File: config.mk
export PLATFORM = sky130hd
export DESIGN_NAME = pc_gen_multi
export DESIGN_NICKNAME = d
export VERILOG_FILES = /design/src/rtl/pc_gen_multi.sv
export SDC_FILE = /design/constraint.sdc
export NUM_CORES = 1
export LEC_CHECK = 0
export BUFFER_PORTS_ARGS = -buffer_cell sky130_fd_sc_hd__buf_4
export CAP_MARGIN = 40
export CORE_ASPECT_RATIO = 0.6
export CORE_UTILIZATION = 55
export DETAILED_ROUTE_END_ITERATION = 16
export MAX_ROUTING_LAYER = met4
export PLACE_DENSITY = 0.9
export SLEW_MARGIN = 15
export SYNTH_ARGS = -nofsm -noshare
export SYNTH_HDL_FRONTEND = slang
export SYNTH_SLANG_ARGS = --single-unit
File: constraint.sdc
create_clock -name clk -period 3.7 [get_ports clk]
set_input_delay 0.74 -clock clk [delete_from_list [all_inputs] [get_ports clk]]
set_output_delay 0.74 -clock clk [all_outputs]
set_load 0.05 [all_outputs]
File: src/rtl/pc_gen_multi.sv
// Pre-IF PC generator: prioritised redirects, pending-redirect latch, multiple outstanding
// ROM fetches tracked in a PC FIFO, and suppression of responses that predate a redirect.
module pc_gen_multi #(
    parameter int unsigned         ADDR_W          = 32,
    parameter logic [ADDR_W-1:0]   RESET_PC        = '0,
    parameter int unsigned         FETCH_BYTES     = 4,
    parameter int unsigned         MAX_OUTSTANDING = 2,
    parameter int unsigned         NUM_REDIRECT    = 2,
    localparam int unsigned        CNT_W           = $clog2(MAX_OUTSTANDING + 1)
) (
    input  logic                           clk,
    input  logic                           rst_n,
    input  logic [NUM_REDIRECT-1:0]        redirect_valid,
    input  logic [NUM_REDIRECT*ADDR_W-1:0] redirect_addr,
    input  logic                           fence_flush,
    input  logic                           jtag_halt_flag_i,
    input  logic                           clint_hold_flag,
    input  logic                           allow_in_if,
    output logic                           rom_req,
    output logic [ADDR_W-1:0]              rom_addr,
    input  logic                           mem_addr_ok,
    input  logic                           mem_data_ok,
    output logic                           resp_valid,
    output logic [ADDR_W-1:0]              resp_pc,
    output logic [CNT_W-1:0]               outstanding
);

    localparam int unsigned      PTR_W    = (MAX_OUTSTANDING > 1) ? $clog2(MAX_OUTSTANDING) : 1;
    localparam logic [CNT_W-1:0] MAX_CNT  = CNT_W'(MAX_OUTSTANDING);
    localparam logic [PTR_W-1:0] LAST_PTR = PTR_W'(MAX_OUTSTANDING - 1);

    logic [ADDR_W-1:0] pc_q, pc_d;
    logic [ADDR_W-1:0] pend_addr_q, pend_addr_d;
    logic              pend_v_q, pend_v_d;
    logic [CNT_W-1:0]  out_q, out_d;
    logic [CNT_W-1:0]  kill_q, kill_d;
    logic [PTR_W-1:0]  wr_q, wr_d, rd_q, rd_d;
    logic [MAX_OUTSTANDING-1:0][ADDR_W-1:0] fifo_q;

    logic              redir;
    logic [ADDR_W-1:0] redir_addr;
    logic              hold;
    logic              acc;
    logic              pop;

    function automatic logic [PTR_W-1:0] ptr_inc(input logic [PTR_W-1:0] p);
        return (p == LAST_PTR) ? '0 : p + 1'b1;
    endfunction

    // Scan from the lowest-priority source so the lowest set index wins.
    always_comb begin
        redir      = 1'b0;
        redir_addr = '0;
        for (int i = NUM_REDIRECT - 1; i >= 0; i--) begin
            if (redirect_valid[i]) begin
                redir      = 1'b1;
                redir_addr = redirect_addr[i*ADDR_W +: ADDR_W];
            end
        end
    end

    assign hold     = fence_flush | jtag_halt_flag_i | clint_hold_flag;
    assign rom_addr = redir ? redir_addr : (pend_v_q ? pend_addr_q : pc_q);
    assign rom_req  = rst_n && !hold && allow_in_if && (out_q < MAX_CNT);
    assign acc      = rom_req && mem_addr_ok;
    // A data beat with nothing outstanding has no owner and is ignored.
    assign pop      = mem_data_ok && (out_q != '0);

    assign resp_pc     = fifo_q[rd_q];
    assign resp_valid  = rst_n && pop && (kill_q == '0) && !redir;
    assign outstanding = out_q;

    always_comb begin
        pc_d        = pc_q;
        pend_v_d    = pend_v_q;
        pend_addr_d = pend_addr_q;
        if (acc) begin
            pc_d     = rom_addr + ADDR_W'(FETCH_BYTES);
            pend_v_d = 1'b0;
        end else if (redir) begin
            pend_v_d    = 1'b1;
            pend_addr_d = redir_addr;
        end
    end

    // Everything still in flight at a redirect is stale; a request accepted in the
    // redirect cycle already carries the new target and is not counted.
    always_comb begin
        out_d  = out_q + CNT_W'(acc) - CNT_W'(pop);
        kill_d = kill_q;
        if (redir) begin
            kill_d = out_q - CNT_W'(pop);
        end else if (pop && (kill_q != '0)) begin
            kill_d = kill_q - 1'b1;
        end
    end

    always_comb begin
        wr_d = acc ? ptr_inc(wr_q) : wr_q;
        rd_d = pop ? ptr_inc(rd_q) : rd_q;
    end

    always_ff @(posedge clk or negedge rst_n) begin
        if (!rst_n) begin
            pc_q        <= RESET_PC;
            pend_v_q    <= 1'b0;
            pend_addr_q <= '0;
            out_q       <= '0;
            kill_q      <= '0;
            wr_q        <= '0;
            rd_q        <= '0;
            fifo_q      <= '0;
        end else begin
            pc_q        <= pc_d;
            pend_v_q    <= pend_v_d;
            pend_addr_q <= pend_addr_d;
            out_q       <= out_d;
            kill_q      <= kill_d;
            wr_q        <= wr_d;
            rd_q        <= rd_d;
            if (acc) begin
                fifo_q[wr_q] <= rom_addr;
            end
        end
    end

endmodule

==> results.tsv <==
metric	value	unit
final_min_period_over_clock_period	94.8	%
worst_slew_pin_slew	0.724	ns
swShare	36.5	%
die_height	93.0	um
status	finished clean	
p_int	3.53	mW
ctsResizeCount	0	
drc	0	
worstHoldPathType	input port to asynchronous set/reset pin	
synth_cell_type_count	56	
synth_ff_type	sky130_fd_sc_hd__dfrtp_1	
worst_setup_path_category	register to primary output	
final_layout_size_suffix_gt1_share	28.6	%
yosys.area_share.simple	15.4	%
final_setup_viols	0	
clock_tree.root_cell	sky130_fd_sc_hd__clkbuf_16	
nNetsFinal	1047	
area.growth.synth_to_final	26.0	%
cts.path.max_buffers	2	
netlist.top_cell.by_area	sky130_fd_sc_hd__dfrtp_1	
grt_setup_unrepaired	no	
synth_area	7580	um2
place_worst_setup_slack	0.296	ns
path_clk_slew	0.06	ns
grt_first_pass_wirelength	37000	um
switching_power	2.03	mW
synth-xor-area-share	3.00	%
worst_skew_pair.late_latency	0.43	ns
timing.critical_path.max_delay_family	flip-flops	
grt_max_degree	66	
cp.buffers_inverters	3	
first_global_vias	6739	
crit_path_cell_trace	buf_4 > mux2_2 > nand2_1 > a21oi_1 > a21oi_1 > inv_1 > buf_4	
power.leakage	4.76	nW
synthArstFlopShare	100	%
arrival	2.77	ns
hpwl	15800	um
synth-warning-count	0	
clk_sinks	135	
core_region_area	13100	um2
design.portCount	142	
design.die.area	14300	um2
synth_top_family_by_area	compound AO/OA/AOI/OAI gates	
finalHoldViolCount	0	
antenna_found_initial	0	
comb_power_share	32.9	%
num_antenna_cells	0	
routed_wirelength	23400	um
grt.overflow.total	0	
port_buffers	141	
placementRows	32	
synth_sequential_area_ratio	44.5	%
endpoint_kind	primary output	
synth_largest_type_area_fraction	44.5	%
share_clk_of_total_power	31.4	%
post_layout_cell_count	1151	
area_of_combinational_cells_with_multiple_inputs	3760	um2
gp_congestion	0.949	
die_width	154	um
via_per_inst	6.20	
power_frac_seq	35.7	%
tritoncts_clock_tree	yes	
detailedRoute.firstPassIterationCount	6	
yosys.area_share.adder	0.825	%
fillCellCount	954	
dr.first_iter.drc_count	813	
post_synth_main_area_contributors	sky130_fd_sc_hd__dfrtp_1 45%, sky130_fd_sc_hd__mux2_2 7.7%, sky130_fd_sc_hd__nand2_1 6.7%	
syn-num-nets	914	
synth-edff-count	0	
numCtsBuffers	17	
post_cts.repair.setup_buffers	0	
final_area	9550	um2
vias	7136	
slowest_stage	sky130_fd_sc_hd__dfrtp_2	
max_freq	285	MHz
setup_ws	0.194	ns
placed_cell_area	8920	um2
power_density	582	nW/um2
finalClockSkew	0.00867	ns
finalCriticalPeriod	3.51	ns
wire_per_inst	20.3	um
effective_utilization_at_floorplan	57.7	%
synth.ff_latch_count	135	
ff_latch_area	3380	um2
slowest_delay	0.83	ns
synth_compound_area_share	18.9	%
worst_rel_slew_slack	51.7	%
hold-worst-slack	0.272	ns
ctsHoldBuffers	0	
post-place-cells	1118	
power.ir.vdd_worst	0.000365	V
grtUsageTotal	35.0	%
critical_path_required	2.96	ns
number_of_instances_in_the_synthesized_netlist	835	
htree_num_levels	4	
worst_setup_path_start_kind	register	
postSynthAreaPerCell	9.08	um2
ant_nets	0	
max_cap_violations	0	
worstPathMaxFanout	20	
synth_mux_area_share	11.0	%
finalMaxSlewViolations	0	
==> sequential cells by signal, indices dropped and copies added, names as in the netlist <==
name and cells:
kill_q 2, pend_v_q 1, rd_q 1, outstanding 2, pc_q 32, pend_addr_q 32, wr_q 1, fifo_q 64
==> power groups by stage <==
stage / logic (mW) / registers (mW) / clock network, mW
after floorplan: 1.23 / 1.97 / 0
after global routing: 1.95 / 2.01 / 1.81
after detailed placement: 1.80 / 1.99 / 0
after CTS: 1.82 / 1.98 / 1.74
after global placement: 1.76 / 1.98 / 0
final: 1.83 / 1.98 / 1.74
==> path summary, 6_finish.rpt <==
path	startpoint	endpoint	slack, ns	depth (start not counted)
max	pend_v_q	rom_addr[1]	0.19	7
min in group clk	fifo_q[7]	fifo_q[7]	0.48	2
min	rst_n	outstanding[0]	0.27	2
max in group asynchronous	rst_n	pend_addr_q[17]	2.17	5
max reg2reg	pend_v_q	pc_q[31]	0.44	7
min reg2reg	fifo_q[7]	fifo_q[7]	0.48	2
==> cells in the mapped netlist, drive strengths merged, types with 11 or more instances <==
library cell / number
dfrtp: 135
inv: 48
clkbuf: 55
buf: 12
nand2: 136
mux2: 52
nor2: 15
and3: 20
nor2b: 12
a22oi: 32
a21oi: 41
nor3: 17
mux2i: 25
xnor2: 21
o21ai: 104
a211oi: 11
==> kinds of logic after synthesis <==
group	count (synthesis)
AND/OR/NAND/NOR	244
AO/OA/AOI/OAI	232
flip-flops	135
buffers and inverters	116
multiplexers	77
XOR/XNOR	26
adder cells (fa/ha/maj)	5
==> area by class of cell <==
| class | count | area share, % |
|---|---|---|
| clock buffers | 21 | 4.72 |
| clock inverters | 11 | 1.57 |
| inverters | 49 | 1.93 |
| multi-input cells | 584 | 39.4 |
| flip-flops and latches | 135 | 35.4 |
| well taps | 170 | 2.23 |
| repair buffers | 181 | 14.8 |
==> placed cells by master, fill, tap and decap left out, types with 7 or more instances in the layout <==
cell type	netlist	routed
sky130_fd_sc_hd__a211oi_1	10	10
sky130_fd_sc_hd__nor3_1	17	16
sky130_fd_sc_hd__nand4_1	7	7
sky130_fd_sc_hd__mux2_2	52	52
sky130_fd_sc_hd__o21ai_0	101	96
sky130_fd_sc_hd__and3_1	20	20
sky130_fd_sc_hd__a21oi_1	41	40
sky130_fd_sc_hd__inv_1	48	47
sky130_fd_sc_hd__xnor2_1	21	21
sky130_fd_sc_hd__a22oi_1	32	32
sky130_fd_sc_hd__mux2i_1	25	25
sky130_fd_sc_hd__nor2_1	15	14
sky130_fd_sc_hd__buf_4	2	177
sky130_fd_sc_hd__nand2_1	136	135
sky130_fd_sc_hd__o21ai_1	3	8
sky130_fd_sc_hd__nor2b_1	12	12
sky130_fd_sc_hd__dfrtp_1	135	134
sky130_fd_sc_hd__clkbuf_16	0	17
sky130_fd_sc_hd__o221ai_1	8	8
==> per-layer routing <==
| metal | vias to the layer above | GRT usage [%] | wire length, um |
|---|---|---|---|
| li1 | 3198 | - | - |
| met1 | 3403 | 49.6 | 10100 |
| met2 | 496 | 50.8 | 10200 |
| met3 | 39 | 7.91 | 2780 |
| met4 | 0 | 8.83 | 296 |
| met5 | - | - | 0 |
==> per-stage QoR <==
step	total power [mW]	setup TNS, ns	utilization (%)
CTS	5.53	0	72.5
global placement	3.74	0	67.6
global route	5.78	0	72.7
finish	5.56	0	72.7
detailed placement	3.80	0	67.9
floorplan	3.20	-2.67	-
(Power assumes the default switching activity.)
